==> config.mk <==
export PLATFORM = sky130hd
export DESIGN_NAME = rf68000_irq_server
export DESIGN_NICKNAME = d
export VERILOG_FILES = /design/src/rtl/nic_pkg.sv /design/src/rtl/rf68000_irq_fifo.sv /design/src/rtl/rf68000_irq_server.sv
export SDC_FILE = /design/constraint.sdc
export NUM_CORES = 1
export LEC_CHECK = 0
export BUFFER_PORTS_ARGS = -buffer_cell sky130_fd_sc_hd__buf_2
export CAP_MARGIN = 10
export CORE_UTILIZATION = 40
export DETAILED_ROUTE_END_ITERATION = 10
export GPL_TIMING_DRIVEN = 0
export PLACE_DENSITY_LB_ADDON = 0.3
export SLEW_MARGIN = 20
export SYNTH_ARGS = -nofsm -noshare
export SYNTH_HDL_FRONTEND = slang
export SYNTH_SLANG_ARGS = --single-unit
==> constraint.sdc <==
create_clock -name clk_i -period 7.75 [get_ports clk_i]
set_input_delay 0.775 -clock clk_i [delete_from_list [all_inputs] [get_ports clk_i]]
set_output_delay 0.775 -clock clk_i [all_outputs]
set_load 0.02 [all_outputs]
==> src/rtl/nic_pkg.sv <==
// nic_pkg: ring packet format shared by the NICs and the interrupt server,
// plus the server's register map, queued-request record and dispatch states.
package nic_pkg;

  // One ring slot. A slot is empty when both sid and did are zero.
  typedef struct packed {
    logic [5:0] did;    // destination node id (63 = broadcast)
    logic [5:0] sid;    // source node id
    logic [5:0] age;    // hops travelled since injection
    logic       firq;   // fast interrupt request
    logic [2:0] irq;    // interrupt level 1..7, 0 = none
    logic [7:0] cause;  // interrupt cause code
  } ipacket_t;

  localparam logic [5:0] IRQ_BROADCAST = 6'd63;

  // Word offsets (s_adr_i[5:2]) of the server registers.
  localparam logic [3:0] REG_TGT_FIRQ = 4'd0;  // 1..7 follow for irq levels
  localparam logic [3:0] REG_EOI      = 4'd8;
  localparam logic [3:0] REG_STATUS   = 4'd9;

  // Request as held in the server FIFO and dispatch register.
  typedef struct packed {
    logic [5:0] sid;
    logic       firq;
    logic [2:0] irq;
    logic [7:0] cause;
  } irq_req_t;

  typedef enum logic {
    ST_IDLE,
    ST_WAIT
  } disp_state_e;

endpackage

==> src/rtl/rf68000_irq_fifo.sv <==
// rf68000_irq_fifo: synchronous request FIFO for the interrupt server.
// Ports:
//   clk_i, rst_i        clock, asynchronous active-high reset
//   push_i / wdata_i    write request (ignored while full)
//   pop_i / rdata_o     read request (ignored while empty); rdata_o shows the head
//   full_o, empty_o     occupancy flags
//   count_o             occupancy, one bit wider than the pointers
//   match_sid_i/match_o match_o is set when any valid entry holds match_sid_i
module rf68000_irq_fifo
  import nic_pkg::*;
#(
  parameter int DEPTH = 8,
  localparam int AW = $clog2(DEPTH)
) (
  input  logic       clk_i,
  input  logic       rst_i,
  input  logic       push_i,
  input  irq_req_t   wdata_i,
  input  logic       pop_i,
  output irq_req_t   rdata_o,
  output logic       full_o,
  output logic       empty_o,
  output logic [AW:0] count_o,
  input  logic [5:0] match_sid_i,
  output logic       match_o
);

  irq_req_t         mem_q [DEPTH];
  logic [AW-1:0]    wr_ptr_q, wr_ptr_d, rd_ptr_q, rd_ptr_d;
  logic [AW:0]      count_q, count_d;
  logic             do_push, do_pop;
  logic [DEPTH-1:0] hit;

  assign full_o  = (count_q == (AW+1)'(DEPTH));
  assign empty_o = (count_q == '0);
  assign count_o = count_q;
  assign rdata_o = mem_q[rd_ptr_q];

  assign do_push = push_i && !full_o;
  assign do_pop  = pop_i && !empty_o;

  always_comb begin
    wr_ptr_d = wr_ptr_q;
    rd_ptr_d = rd_ptr_q;
    count_d  = count_q;
    if (do_push) wr_ptr_d = wr_ptr_q + 1'b1;
    if (do_pop)  rd_ptr_d = rd_ptr_q + 1'b1;
    if (do_push && !do_pop)      count_d = count_q + 1'b1;
    else if (!do_push && do_pop) count_d = count_q - 1'b1;
  end

  always_ff @(posedge clk_i or posedge rst_i) begin
    if (rst_i) begin
      wr_ptr_q <= '0;
      rd_ptr_q <= '0;
      count_q  <= '0;
    end else begin
      wr_ptr_q <= wr_ptr_d;
      rd_ptr_q <= rd_ptr_d;
      count_q  <= count_d;
    end
  end

  // Storage needs no reset: validity comes from the pointers and count.
  always_ff @(posedge clk_i) begin
    if (do_push) mem_q[wr_ptr_q] <= wdata_i;
  end

  // An entry is live when its distance from the read pointer is below count.
  generate
    for (genvar gi = 0; gi < DEPTH; gi++) begin : g_match
      logic [AW-1:0] offs;
      assign offs    = AW'(gi) - rd_ptr_q;
      assign hit[gi] = ({1'b0, offs} < count_q) && (mem_q[gi].sid == match_sid_i);
    end
  endgenerate

  assign match_o = |hit;

endmodule

==> src/rtl/rf68000_irq_server.sv <==
// rf68000_irq_server: interrupt server node on the rf68000 ring.
// Consumes ipackets addressed to `id`, drops duplicates of sources already
// queued or in service, queues the rest and re-emits them one at a time to a
// per-level target core (0 = broadcast). A source stays in service until EOI.
// Ports:
//   clk_i, rst_i            clock, asynchronous active-high reset
//   id                      this node's ring id
//   ipacket_i / ipacket_o   ring in / registered ring out
//   s_*                     register slave (targets, EOI, status)
//   pending_o               FIFO occupancy
//   ovf_o                   sticky: a request was refused on a full FIFO
module rf68000_irq_server
  import nic_pkg::*;
#(
  parameter int         DEPTH   = 8,
  parameter logic [5:0] MAX_AGE = 6'd62
) (
  input  logic        clk_i,
  input  logic        rst_i,
  input  logic [5:0]  id,
  input  ipacket_t    ipacket_i,
  output ipacket_t    ipacket_o,
  input  logic        s_cs_i,
  input  logic        s_cyc_i,
  input  logic        s_stb_i,
  input  logic        s_we_i,
  input  logic [5:0]  s_adr_i,
  input  logic [31:0] s_dat_i,
  output logic        s_ack_o,
  output logic [31:0] s_dat_o,
  output logic [4:0]  pending_o,
  output logic        ovf_o
);

  localparam int AW = $clog2(DEPTH);

  ipacket_t    ipacket_q, ipacket_d;
  disp_state_e state_q, state_d;
  irq_req_t    disp_q, disp_d;
  logic [63:0] in_svc_q, in_svc_d, in_svc_eff;
  logic [5:0]  target_q [8];
  logic [5:0]  target_d [8];
  logic        ovf_q, ovf_d, ack1_q, ack1_d;
  logic [31:0] s_dat_q, s_dat_d;

  irq_req_t    fifo_wdata, fifo_rdata;
  logic        fifo_full, fifo_empty, fifo_match;
  logic [AW:0] fifo_count;

  logic       occupied, hit, is_null, dup, do_push, refuse, consume, purge;
  logic       slot_free, wr_stb, eoi_wr, do_pop, do_disp;
  logic [5:0] disp_tgt;
  logic       unused_ok;

  assign unused_ok = ^{s_dat_i[31:6], s_adr_i[1:0]};

  assign occupied = (ipacket_i.sid | ipacket_i.did) != 6'd0;
  assign hit      = (ipacket_i.did == id);
  assign is_null  = !ipacket_i.firq && (ipacket_i.irq == 3'd0);

  // A bus write lands only on the first cycle of its strobe.
  assign wr_stb = s_cs_i & s_cyc_i & s_stb_i & s_we_i & ~ack1_q;
  assign eoi_wr = wr_stb && (s_adr_i[5:2] == REG_EOI);

  // EOI is applied before the duplicate check so a same-cycle re-request passes.
  always_comb begin
    in_svc_eff = in_svc_q;
    if (eoi_wr) in_svc_eff[s_dat_i[5:0]] = 1'b0;
  end

  assign dup = in_svc_eff[ipacket_i.sid] | fifo_match |
               ((state_q == ST_WAIT) && (disp_q.sid == ipacket_i.sid));

  assign do_push   = hit && !is_null && !dup && !fifo_full;
  assign refuse    = hit && !is_null && !dup && fifo_full;
  assign consume   = hit && !refuse;
  assign purge     = occupied && !hit && (ipacket_i.age >= MAX_AGE);
  assign slot_free = !occupied || consume || purge;
  assign do_pop    = (state_q == ST_IDLE) && !fifo_empty;
  assign do_disp   = (state_q == ST_WAIT) && slot_free;
  assign disp_tgt  = target_q[disp_q.firq ? 3'd0 : disp_q.irq];

  assign fifo_wdata = '{sid: ipacket_i.sid, firq: ipacket_i.firq,
                        irq: ipacket_i.irq, cause: ipacket_i.cause};

  rf68000_irq_fifo #(.DEPTH(DEPTH)) u_fifo (
    .clk_i       (clk_i),
    .rst_i       (rst_i),
    .push_i      (do_push),
    .wdata_i     (fifo_wdata),
    .pop_i       (do_pop),
    .rdata_o     (fifo_rdata),
    .full_o      (fifo_full),
    .empty_o     (fifo_empty),
    .count_o     (fifo_count),
    .match_sid_i (ipacket_i.sid),
    .match_o     (fifo_match)
  );

  assign pending_o = 5'(fifo_count);

  always_comb begin
    state_d   = state_q;
    disp_d    = disp_q;
    in_svc_d  = in_svc_eff;
    ovf_d     = ovf_q;
    target_d  = target_q;
    ack1_d    = s_cs_i & s_cyc_i & s_stb_i;
    s_dat_d   = s_dat_q;

    // Ring pass-through, then local consume/purge, then our own dispatch.
    ipacket_d = ipacket_i;
    if (occupied) ipacket_d.age = ipacket_i.age + 6'd1;
    if (consume || purge) ipacket_d = '0;

    if (do_pop) begin
      disp_d  = fifo_rdata;
      state_d = ST_WAIT;
    end
    if (do_disp) begin
      ipacket_d.did   = (disp_tgt == 6'd0) ? IRQ_BROADCAST : disp_tgt;
      ipacket_d.sid   = id;
      ipacket_d.age   = 6'd0;
      ipacket_d.firq  = disp_q.firq;
      ipacket_d.irq   = disp_q.irq;
      ipacket_d.cause = disp_q.cause;
      in_svc_d[disp_q.sid] = 1'b1;
      state_d = ST_IDLE;
    end

    if (wr_stb && !s_adr_i[5]) target_d[s_adr_i[4:2]] = s_dat_i[5:0];
    if (wr_stb && (s_adr_i[5:2] == REG_STATUS)) ovf_d = 1'b0;
    if (refuse) ovf_d = 1'b1;

    if (ack1_d) begin
      if (!s_adr_i[5])                        s_dat_d = {26'd0, target_q[s_adr_i[4:2]]};
      else if (s_adr_i[5:2] == REG_STATUS)    s_dat_d = {25'd0, ovf_q, pending_o, 1'b0};
      else                                    s_dat_d = 32'd0;
    end
  end

  always_ff @(posedge clk_i or posedge rst_i) begin
    if (rst_i) begin
      ipacket_q <= '0;
      state_q   <= ST_IDLE;
      disp_q    <= '0;
      in_svc_q  <= '0;
      ovf_q     <= 1'b0;
      ack1_q    <= 1'b0;
      s_dat_q   <= '0;
      for (int i = 0; i < 8; i++) target_q[i] <= '0;
    end else begin
      ipacket_q <= ipacket_d;
      state_q   <= state_d;
      disp_q    <= disp_d;
      in_svc_q  <= in_svc_d;
      ovf_q     <= ovf_d;
      ack1_q    <= ack1_d;
      s_dat_q   <= s_dat_d;
      target_q  <= target_d;
    end
  end

  assign ipacket_o = ipacket_q;
  assign s_dat_o   = s_dat_q;
  assign s_ack_o   = ack1_q & s_cyc_i & s_stb_i;
  assign ovf_o     = ovf_q;

endmodule
Word level (Yosys, flattened, before mapping):

Memories as Yosys holds them, arrays and structs flattened. A register that Yosys moved wholly into a read port is not among the register bits.
Index checks and enable logic that the tools add are counted.

* bits in read-only memories: 0
* latch bits: 0
* bits in registers: 187
* memories: 1
* output and inout bits: 69
* bits in writable memories: 144
* input bits: 80
* logic and storage cells: 165

Memories
* u_fifo.mem_q: words 8, bits a word 18, rd ports 9, clocked after memory_dff 1, write ports 1, RTL line rf68000_irq_fifo.sv:28 `irq_req_t mem_q [DEPTH];`

* mux-type cells: 32
* reduce and logical (&&, ||, !) cells: 51
* eq/ne operators: 13
* add/subtract/negate cells: 13
* shift operators: 0
* div/mod/pow operators: 0
* $lt $le $gt $ge: 17
* bitwise operators: 16
* multiply operators: 0

Operator list (number)
* $mux 64: 2
* $and 64x64->64: 1
* $not 64->64: 1
* $or 64x64->64: 1
* $eq 6x6->1: 10
* $mux 30: 2
* $bwmux 48: 1
* $mux 6: 7
* $bmux 6 s3: 2
* $lt 3x4->1: 8
* $logic_and 1x1->1: 29
* $lt 6x7->1 const B: 3
* $demux 6 s3: 1
* $mux 7: 2
* $demux 1 s6: 2
* $eq 4x4->1 const B: 3
* $ge 6x1->1 const B: 2
* $sub 3x3->3 const A: 4
* $logic_not 1->1: 11
* $mux 1: 9
* $ge 4x4->1 const B: 2
* $mux 4: 2
* $not 3->4: 2
* $reduce_or 8->1: 1
* other kinds (20): 34

Logic depth before layout (Yosys ltp):

Gate-level depths: netlist of run 1.

* depth after elaboration: 20
* gate-level depth with buffers: 23
* gate-level depth less buffers: 20

Cells and area by module:

A second synthesis of run 1 with hierarchy kept.

* cells, all modules: 1295
* area total of the unflattened synthesis: 16136.7 µm²

By module, submodules not included
* rf68000_irq_server: cells each 873, sequential area each 4254.1 µm², area each 9158.8 µm², instances 1
* rf68000_irq_fifo: cells each 422, sequential area each 4574.4 µm², area each 6977.9 µm², instances 1

Least setup slack after synthesis of run 1:

No wires, ideal clock.

* kind: input to register
* from: in s_adr_i[3]
* to: mem u_fifo.mem_q[0][0] (netlist bit) (enable)
* stages on the path: 12
* arrival time: 5237 ps
* library setup time: 439 ps
* required time: 7311 ps
* slack: 2074 ps
* path buffers: 4
* cell sequence: buf_6 or4b_4 buf_6 or4b_4 buf_6 o211ai_2 o2111ai_1 a311oi_2 nand4_2 or3_4 buf_6 nor4_1

* longest elaborated chain between the ends: 13

RTL lines
* start, declared: RTL line rf68000_irq_server.sv:27 `input logic [5:0] s_adr_i,`
* $eq 4x4->1: RTL line rf68000_irq_server.sv:63 `assign eoi_wr = wr_stb && (s_adr_i[5:2] == REG_EOI);`
* $logic_and 1x1->1: RTL line rf68000_irq_server.sv:63
* $mux 64: RTL line rf68000_irq_server.sv:68 `if (eoi_wr) in_svc_eff[s_dat_i[5:0]] = 1'b0;`
* $bmux 1 s6: RTL line rf68000_irq_server.sv:71 `assign dup = in_svc_eff[ipacket_i.sid] | fifo_match |`
* $mux 1 (implied by the code): RTL line rf68000_irq_server.sv:71
* $or 1x1->1 (2 in a row): RTL line rf68000_irq_server.sv:71
* $logic_not 1->1: RTL line rf68000_irq_server.sv:74 `assign do_push = hit && !is_null && !dup && !fifo_full;`
* $logic_and 1x1->1 (2 in a row): RTL line rf68000_irq_server.sv:74
* $logic_and 1x1->1: RTL line rf68000_irq_fifo.sv:39 `assign do_push = push_i && !full_o;`
* $mux 1: RTL line rf68000_irq_fifo.sv:66 `if (do_push) mem_q[wr_ptr_q] <= wdata_i;`
* $mux 1 (implied by the code): RTL line rf68000_irq_fifo.sv:66
* end, declared: RTL line rf68000_irq_fifo.sv:28

No other way between the ends. The select of a mux whose other input is x is not followed.

Final worst setup path of run 1:

* from: reg u_fifo.rd_ptr_q[0]
* to: mem u_fifo.mem_q[2][3] (netlist bit) (enable)

* longest elaborated chain between the ends: 12
* elaborated cells between the ends (all ways): 33
* those cells by class: add/sub (8); order compare (8); mux (2); bitwise (2); reduce/logical (13)

RTL lines
* start, declared: RTL line rf68000_irq_fifo.sv:29 `logic [AW-1:0] wr_ptr_q, wr_ptr_d, rd_ptr_q, rd_ptr_d;`
* start signal, assigned: RTL line rf68000_irq_fifo.sv:59 `rd_ptr_q <= rd_ptr_d;`
* $sub 1x3->3: RTL line rf68000_irq_fifo.sv:73 `assign offs = AW'(gi) - rd_ptr_q;`
* via u_fifo.g_match[1].offs[0]: RTL line rf68000_irq_fifo.sv:72 `logic [AW-1:0] offs;`
* $lt 3x4->1: RTL line rf68000_irq_fifo.sv:74 `assign hit[gi] = ({1'b0, offs} < count_q) && (mem_q[gi].sid == match_sid_i);`
* $logic_and 1x1->1: RTL line rf68000_irq_fifo.sv:74
* $reduce_or 8->1: RTL line rf68000_irq_fifo.sv:78 `assign match_o = |hit;`
* $or 1x1->1 (2 in a row): RTL line rf68000_irq_server.sv:71
* $logic_not 1->1: RTL line rf68000_irq_server.sv:74
* $logic_and 1x1->1 (2 in a row): RTL line rf68000_irq_server.sv:74
* $logic_and 1x1->1: RTL line rf68000_irq_fifo.sv:39
* $mux 1: RTL line rf68000_irq_fifo.sv:66
* $mux 1 (implied by the code): RTL line rf68000_irq_fifo.sv:66

The timed path passes the listed nets, and every way through them passes these cells.

==> results.toml, run 1 <==
[worst_setup_path]
path_cells = "clkbuf_1 -> clkbuf_1 -> clkinv_1 -> ha_1 -> ha_1 -> a21o_1 -> a21oi_1 -> a221oi_1 -> and4b_1 -> nand4_2 -> or3_4 -> buf_6 -> nor4_2 -> buf_2 -> buf_2"
cp_max_fo = 10
r2r_start = "u_fifo.rd_ptr_q[0]"
slowest_delay_ns = 0.66
required_ns = 8.01
crit_path_start_kind = "flip-flop"
cpLargestDelayFamily = "buffers and inverters"
cpMaxStageDelayCell = "clkbuf_1"
r2r_cells = 15
arrival_ns = 6.23
timing.rr.end = "u_fifo.mem_q[2][3]"
endpoint_kind = "flip-flop"
r2r_setup_slack_ns = 1.77
critical_path_class = "flip-flop to flip-flop"
cp_num_buf_inv = 6

[flow_run]
drv_cap = 0

[synthesis]
synth-adder-area-share = 0.0163
syn_avg_cell_area_um2 = 11.9
synth_flop_cell = "dfrtp_1"
syn_inst = 1398
synth_mux_area_frac = 0.118
synth-compound-area-share = 0.131
yosysWarnings = 0
synthDistinctLibCells = 84
syn_area_um2 = 16600
seq_area_frac_synth = 0.532
synth_edf_count = 144
synth_xor_area_frac = 0.0375
yosys_register_bits = 324
synthSimpleGateAreaFrac = 0.117
async_reset_ff_frac = 0.556
synth_top_family_by_area = "compound AO/OA/AOI/OAI gates"

[power]
total_power_mw = 5.92
power.density_nw_per_um2 = 304
peakVddDrop_mv = 0.245
leakagePower_nw = 7.62

[detailed_routing]
routed_via_density = 6.05
vias = 12900
drc = 0
antenna_left = 0
firstDrtPassIters = 6
wl_per_cell_um = 25.0
wl_um = 53400
drt_iter0_drc = 1320

[cts]
cts_sinks = 324
cts_buffer_depth = 3
cts_setup_buffers = 0
root_buffer = "clkbuf_16"
hold_buffers = 0
clk_pin_slew_ns = 0.06
cts_tree = "yes"
worst_skew_pair.late_latency_ns = 0.57
post_cts_resized = 0
cts_max_level = 2
numCtsBuffers = 39

[grt]
grt_pass1_vias = 12800
antenna_found_initial = 1
grt_overflow = 0
grt_first_pass_wirelength_um = 80200
grt_max_degree = 85
track_usage = 0.257

[floorplanning]
rows = 74
initial_core_util = 0.406
die_w_um = 206
core_area_um2 = 40900
dieArea_um2 = 42300
die_h_um = 206
ios = 149

[timing]
hold_ws_ns = 0.161
slew_viol_final = 0
setup_violations = 0
grt_setup_unrepaired = "no"
skew_ns = 0.0148
relSlewSlack = 0.306
fin_crit_sh = 0.771
worstMarginPinSlew_ns = 1.03
min_period_ns = 5.98
clock.fmax_ghz = 0.167
worst_slack_ns = 1.77
hold_viol_final = 0
final.setup.tns_ns = 0

[place]
pre_cts_ws_ns = 1.61
placedInstanceArea_um2 = 18100
dp_hpwl_um = 37700
place_congestion = 0.994
io_buffers = 89

[finish]
drive_gt1_frac = 0.219
finalNetCount = 1677
area_growth_pct = 17.2
final_cell_mix = "180 x dfrtp_1, 144 x edfxtp_1, 116 x o21ai_0"
antennaDiodeCount = 0
final_area_um2 = 19500
n_fill_cell = 3713
final_common_cell = "dfrtp_1"

[hold_path]
hold_path_class = "primary input to async pin"

[outcome]
status = "complete, no violations"
[registers in the layout, indices dropped and copies added (netlist names)]
register	cells
ovf_o	1
s_dat_o	7
u_fifo.wr_ptr_q	3
target_q	48
state_q	1
in_svc_q	64
u_fifo.rd_ptr_q	3
ipacket_o	30
u_fifo.count_o	4
disp_q	18
u_fifo.mem_q	144
ack1_q	1
[per-stage QoR]
stage	util	cells
6_report	0.476	2136
3_3_place_gp	0.435	2044
5_1_grt	0.476	2136
3_5_place_dp	0.442	2067
4_1_cts	0.475	2136
2_1_floorplan	-	1423
[kinds of logic after synthesis]
| family | Yosys count |
|---|---|
| AOI/OAI and AO/OA | 318 |
| DFF | 324 |
| adders and majority gates | 21 |
| other | 1 |
| and+or+nand+nor | 362 |
| buffers and inverters | 173 |
| xor gates and xnor gates | 71 |
| muxes | 128 |
[power breakdown]
part	switching, mW	internal, mW	leakage, nW
Combinational	1.20	0.666	3.34
Sequential	0.143	1.98	3.62
Clock	0.735	1.20	0.664
[worst register-to-register path, delay by kind of cell (launching register included)]
kind / cells / cell delay, ns
adders and majority gates: 2 / 0.77
and+or+nand+nor: 4 / 1.52
AOI/OAI and AO/OA: 3 / 0.50
buffers and inverters: 6 / 2.53
DFF: 1 / 0.34
[synth_stat cells, drive strengths merged, types with 5 or more instances]
| master | count | area share |
|---|---|---|
| and3 | 8 | 0.0030 |
| clkbuf | 85 | 0.019 |
| nand4 | 18 | 0.0072 |
| nand2 | 91 | 0.021 |
| a21oi | 24 | 0.0072 |
| or3 | 10 | 0.0041 |
| o41ai | 25 | 0.013 |
| or4 | 6 | 0.0027 |
| o21ai | 118 | 0.036 |
| o2bb2ai | 25 | 0.013 |
| mux2 | 55 | 0.037 |
| ha | 20 | 0.015 |
| mux4 | 49 | 0.066 |
| xnor2 | 36 | 0.019 |
| nand3 | 43 | 0.013 |
| inv | 33 | 0.0075 |
| nor3b | 7 | 0.0032 |
| nor3 | 18 | 0.0054 |
| nand4b | 5 | 0.0026 |
| nor2b | 5 | 0.0019 |
| nor2 | 68 | 0.015 |
| buf | 53 | 0.021 |
| a2111oi | 5 | 0.0026 |
| nand2b | 13 | 0.0049 |
| mux2i | 24 | 0.014 |
| a31oi | 17 | 0.0064 |
| a221oi | 13 | 0.0069 |
| edfxtp | 144 | 0.26 |
| o31ai | 16 | 0.0081 |
| o211ai | 17 | 0.0080 |
| xor2 | 35 | 0.018 |
| or3b | 8 | 0.0042 |
| dfrtp | 180 | 0.27 |
| nor4 | 13 | 0.0053 |
| o2111ai | 6 | 0.0032 |
| o22ai | 10 | 0.0041 |
| nand3b | 9 | 0.0041 |
| and2 | 19 | 0.0072 |
[worst max-delay path by stage]
stage                             from             endpoint  depth (start not counted)
floorplan                   s_adr_i[3]   u_fifo.mem_q[0][0]                         12
detailed placement       ipacket_i[18]   u_fifo.mem_q[3][1]                         13
CTS                 u_fifo.rd_ptr_q[0]  u_fifo.mem_q[3][17]                         15
finish              u_fifo.rd_ptr_q[0]   u_fifo.mem_q[2][3]                         15
global route        u_fifo.rd_ptr_q[0]   u_fifo.mem_q[2][7]                         15
global placement         ipacket_i[18]   u_fifo.mem_q[0][1]                         11
[area by class of cell]
type	instances	area [µm²]	area share
plain buffers	138	672	0.0345
clock buffers	54	1100	0.0567
clock inverters	15	244	0.0125
inverters	35	139	0.00714
multi-input cells	926	7140	0.367
flip-flops and latches	324	8830	0.454
well taps	532	666	0.0342
repair buffers	112	668	0.0343
[per-layer routing]
metal	global-route usage	up-vias	wire, µm
li1	-	5582	-
met1	0.340	6436	21300
met2	0.405	738	25000
met3	0.0600	158	5000
met4	0.107	2	2100
met5	0	-	8
(Power assumes the default switching activity.)
==> run 2, diff against run 1 <==
- clock period: 7.75 -> 5.6 ns (I/O delays scaled with it)
==> results.toml, run 2 (same netlist as run 1, synthesis figures left out) <==
[floorplanning]
rows = 74
dieArea_um2 = 42300
ios = 149
die_h_um = 206
core_area_um2 = 40900
die_w_um = 206
initial_core_util = 0.406

[timing]
relSlewSlack = 0.288
setup_violations = 0
worst_slack_ns = 0.273
final.setup.tns_ns = 0
hold_ws_ns = 0.272
skew_ns = 0.0162
worstMarginPinSlew_ns = 1.07
slew_viol_final = 0
clock.fmax_ghz = 0.188
min_period_ns = 5.33
fin_crit_sh = 0.951
grt_setup_unrepaired = "no"
hold_viol_final = 0

[place]
pre_cts_ws_ns = -0.330
io_buffers = 89
placed_cells = 2067
placedInstanceArea_um2 = 18100
dp_hpwl_um = 37700
place_congestion = 0.994

[grt]
grt_overflow = 0
antenna_found_initial = 1
track_usage = 0.257
grt_first_pass_wirelength_um = 80300
grt_pass1_vias = 12800
grt_max_degree = 85

[detailed_routing]
antenna_left = 0
wl_um = 53300
vias = 12800
highest_layer = "met5"
drc = 0
drt_iter0_drc = 1246
routed-wl-met3_um = 4710
wl_per_cell_um = 25.0
firstDrtPassIters = 5
routed_via_density = 6.01
drt-met1-wl_um = 21700
wl_met2_um = 24900

[hold_path]
hold_path_class = "primary input to flip-flop"

[finish]
final_common_cell = "dfrtp_1"
final_cells = 2137
top_register = "u_fifo.mem_q"
final_area_um2 = 19500
largest_reg_flops = 144
finalNetCount = 1678
reg.largest.list = "u_fifo.mem_q: 144 flops, in_svc_q: 64 flops, target_q: 48 flops"
n_fill_cell = 3707
drive_gt1_frac = 0.221
area_growth_pct = 17.4
regArea_um2 = 8830
multi_input_area_um2 = 7150
post-route-util = 0.476
antennaDiodeCount = 0
final_cell_mix = "180 x dfrtp_1, 144 x edfxtp_1, 116 x o21ai_0"

[worst_setup_path]
cp_max_fo = 10
crit_path_start_kind = "primary input"
required_ns = 6.04
endpoint_kind = "flip-flop"
critical_path_class = "primary input to flip-flop"
path_common_cell = "clkbuf_1"
arrival_ns = 5.77
cpMaxStageDelayCell = "clkbuf_1"
slowest_delay_ns = 0.76
path_cells = "buf_2 -> clkbuf_1 -> clkbuf_1 -> clkbuf_1 -> buf_2 -> a2111oi_0 -> a211oi_1 -> nor2_1 -> or3_4 -> buf_6 -> inv_1 -> ha_1 -> inv_1 -> ha_1 -> a21o_1 -> a21oi_1 -> xnor2_1 -> nor2_1 -> xnor2_1"

[outcome]
status = "complete, no violations"

[cts]
worst_skew_pair.late_latency_ns = 0.57
cts_tree = "yes"
cts_setup_buffers = 0
numCtsBuffers = 39
clk_pin_slew_ns = 0.06
cts_sinks = 324
root_buffer = "clkbuf_16"
cts_max_level = 2
cts_buffer_depth = 3

[flow_run]
drv_cap = 0

[power]
power.density_nw_per_um2 = 421
peakVddDrop_mv = 0.337
leakagePower_nw = 7.66
total_power_mw = 8.20
## run 2: changes by cell type in the layout (fill, tap and decap cells not counted), sizes merged
cell and delta:
buf -1, dlygate4sd3 +1, clkdlybuf4s15 +1
## run 2: power breakdown
group,switching [mW],internal [mW],total [mW]
sequential,0.197,2.75,2.94
combinational,1.66,0.927,2.58
clock,1.02,1.66,2.67
total,2.87,5.33,8.20
## run 2: cell type report
type / instances / area share
clock buffer: 54 / 0.0566
buffer: 138 / 0.0350
inverter: 35 / 0.00712
multi-input combinational: 926 / 0.367
clock inverter: 15 / 0.0125
timing repair buffer: 113 / 0.0348
tap: 532 / 0.0341
sequential: 324 / 0.453
## run 2: per-layer routing
layer / global-route usage / vias up
li1: - / 5587
met1: 0.340 / 6435
met2: 0.405 / 670
met3: 0.0596 / 145
met4: 0.106 / 2
met5: 0 / -
## run 2: worst max-delay path, delay by kind of cell
family          cells  cell delay, ns
simple gates        3            0.73
fa+ha+maj           2            0.45
xor+xnor            2            0.26
buf+inv             8            2.72
compound gates      4            1.03
## run 2: path summary, 6_finish.rpt
path | startpoint | to | slack, ns | depth (start not counted)
min in group asynchronous | rst_i | in_svc_q[26] | 0.50 | 3
setup / recovery | ipacket_i[18] | u_fifo.count_o[3] | 0.27 | 19
setup reg to reg | u_fifo.rd_ptr_q[0] | u_fifo.count_o[3] | 0.38 | 21
hold reg to reg | s_dat_o[5] | s_dat_o[5] | 0.47 | 2
max in group asynchronous | rst_i | ipacket_o[14] | 4.01 | 5
hold / removal | ipacket_i[28] | ipacket_o[28] | 0.27 | 2
## run 2: repair_timing
action	CTS	global route
gates resized for setup	4	5
setup endpoints to repair	74	26
gates cloned	0	0
hold buffers	1	0
hold endpoints to repair	27	0
==> run 3, diff against run 2 <==
- RECOVER_POWER: unset -> 100
==> results.toml, run 3 (same netlist as run 1, synthesis figures left out) <==
[outcome]
status = "finished with violations"
violations = "capacitance limit, slew limit"

[grt]
grt_max_degree = 85
grt_pass1_vias = 12800
grt_overflow = 0
grt_first_pass_wirelength_um = 80300
antenna_found_initial = 0
track_usage = 0.257

[hold_path]
hold_path_class = "primary input to flip-flop"

[worst_setup_path]
arrival_ns = 5.69
slowest_delay_ns = 0.77
crit_path_start_kind = "primary input"
cp_num_buf_inv = 8
path_cells = "buf_2 -> clkbuf_1 -> clkbuf_1 -> clkbuf_1 -> buf_2 -> a2111oi_0 -> a211oi_1 -> nor2_1 -> or3_4 -> buf_6 -> nor3_2 -> clkbuf_2 -> buf_6"
cpLargestDelayFamily = "buffers and inverters"
required_ns = 5.88
endpoint_kind = "flip-flop"
critical_path_class = "primary input to flip-flop"
cpMaxStageDelayCell = "clkbuf_1"
path_common_cell = "clkbuf_1"
cp_max_fo = 10

[power]
leakagePower_nw = 7.40
power.density_nw_per_um2 = 424
peakVddDrop_mv = 0.341
total_power_mw = 8.18

[detailed_routing]
drt-met1-wl_um = 21400
wl_per_cell_um = 25.0
antenna_left = 0
wl_um = 53400
highest_layer = "met4"
wl_met2_um = 25000
firstDrtPassIters = 5
drc = 0
routed_via_density = 5.99
drt_iter0_drc = 1296
routed-wl-met3_um = 5000
vias = 12800

[cts]
numCtsBuffers = 39
cts_setup_buffers = 0
cts_sinks = 324
root_buffer = "clkbuf_16"
clk_pin_slew_ns = 0.06
cts_buffer_depth = 3
worst_skew_pair.late_latency_ns = 0.57
cts_tree = "yes"
cts_max_level = 2

[floorplanning]
die_h_um = 206
initial_core_util = 0.406
rows = 74
core_area_um2 = 40900
ios = 149
dieArea_um2 = 42300
die_w_um = 206

[finish]
final_cell_mix = "180 x dfrtp_1, 161 x clkbuf_1, 144 x edfxtp_1"
top_register = "u_fifo.mem_q"
drive_gt1_frac = 0.177
antennaDiodeCount = 0
reg.largest.list = "u_fifo.mem_q: 144 flops, in_svc_q: 64 flops, target_q: 48 flops"
final_cells = 2137
finalNetCount = 1678
n_fill_cell = 3766
area_growth_pct = 16.2
largest_reg_flops = 144
final_common_cell = "dfrtp_1"

[place]
placed_cells = 2067
pre_cts_ws_ns = -0.330
dp_hpwl_um = 37700
io_buffers = 89
place_congestion = 0.994

[timing]
fin_crit_sh = 0.966
skew_ns = 0.0200
min_period_ns = 5.41
setup_violations = 0
clock.fmax_ghz = 0.185
worst_slack_ns = 0.190
slew_viol_final = 84
worstMarginPinSlew_ns = 2.47
hold_viol_final = 0
final.setup.tns_ns = 0
grt_setup_unrepaired = "no"
relSlewSlack = -0.644

[flow_run]
drv_cap = 1
[run 3: cell count changes in the layout (fill, tap and decap cells not counted), sizes merged]
cell,previous run,this run
inv,35,34
clkbuf,139,220
buf,164,83
clkinvlp,0,1
[run 3: repair_timing]
action | CTS | global route
cloned | 0 | 0
hold endpoints to repair | 27 | 0
hold buffers | 1 | 0
gates resized for setup | 4 | 5
setup endpoints to repair | 74 | 26
[run 3: worst paths after layout]
path / startpoint / end / slack [ns] / cells past startpoint
max in group asynchronous: rst_i / ipacket_o[2] / 1.83 / 4
worst min-delay path: id[4] / ipacket_o[22] / 0.27 / 3
min in group asynchronous: rst_i / in_svc_q[26] / 0.82 / 3
worst max-delay path: ipacket_i[18] / u_fifo.mem_q[3][13] / 0.19 / 13
worst min register to register: s_dat_o[5] / s_dat_o[5] / 0.47 / 2
worst max register to register: u_fifo.rd_ptr_q[0] / u_fifo.mem_q[3][13] / 0.37 / 15
[run 3: routing by layer]
layer	global-route usage	vias up
li1	-	5587
met3	0.0596	134
met5	0	-
met1	0.340	6385
met2	0.405	705
met4	0.106	0
[run 3: area by class of cell]
cell class / instances / area, µm² / area share
Buffer: 138 / 663 / 0.0344
Inverter: 35 / 133 / 0.00687
Clock inverter: 15 / 244 / 0.0126
Tap cell: 532 / 666 / 0.0345
Clock buffer: 54 / 1100 / 0.0572
Multi-Input combinational cell: 926 / 7100 / 0.368
Timing Repair Buffer: 113 / 553 / 0.0287
Sequential cell: 324 / 8830 / 0.458
[run 3: through the flow]
step | hold slack [ns] | util | cell area, µm²
2_1_floorplan | 0.446 | - | 16700
3_3_place_gp | 0.462 | 0.435 | 17800
3_5_place_dp | 0.460 | 0.442 | 18100
4_1_cts | 0.251 | 0.476 | 19500
5_1_grt | 0.263 | 0.471 | 19300
6_report | 0.272 | 0.471 | 19300
[run 3: power by group]
part	switching (mW)	internal [mW]	total, mW
clock network	1.02	1.66	2.67
registers	0.196	2.75	2.94
logic	1.66	0.908	2.56
total	2.87	5.31	8.18
[run 3: worst min-delay path, cell delays in order]
cell and delay, ns:
buf_2 0.11, nand2_1 0.05, o2bb2ai_1 0.06
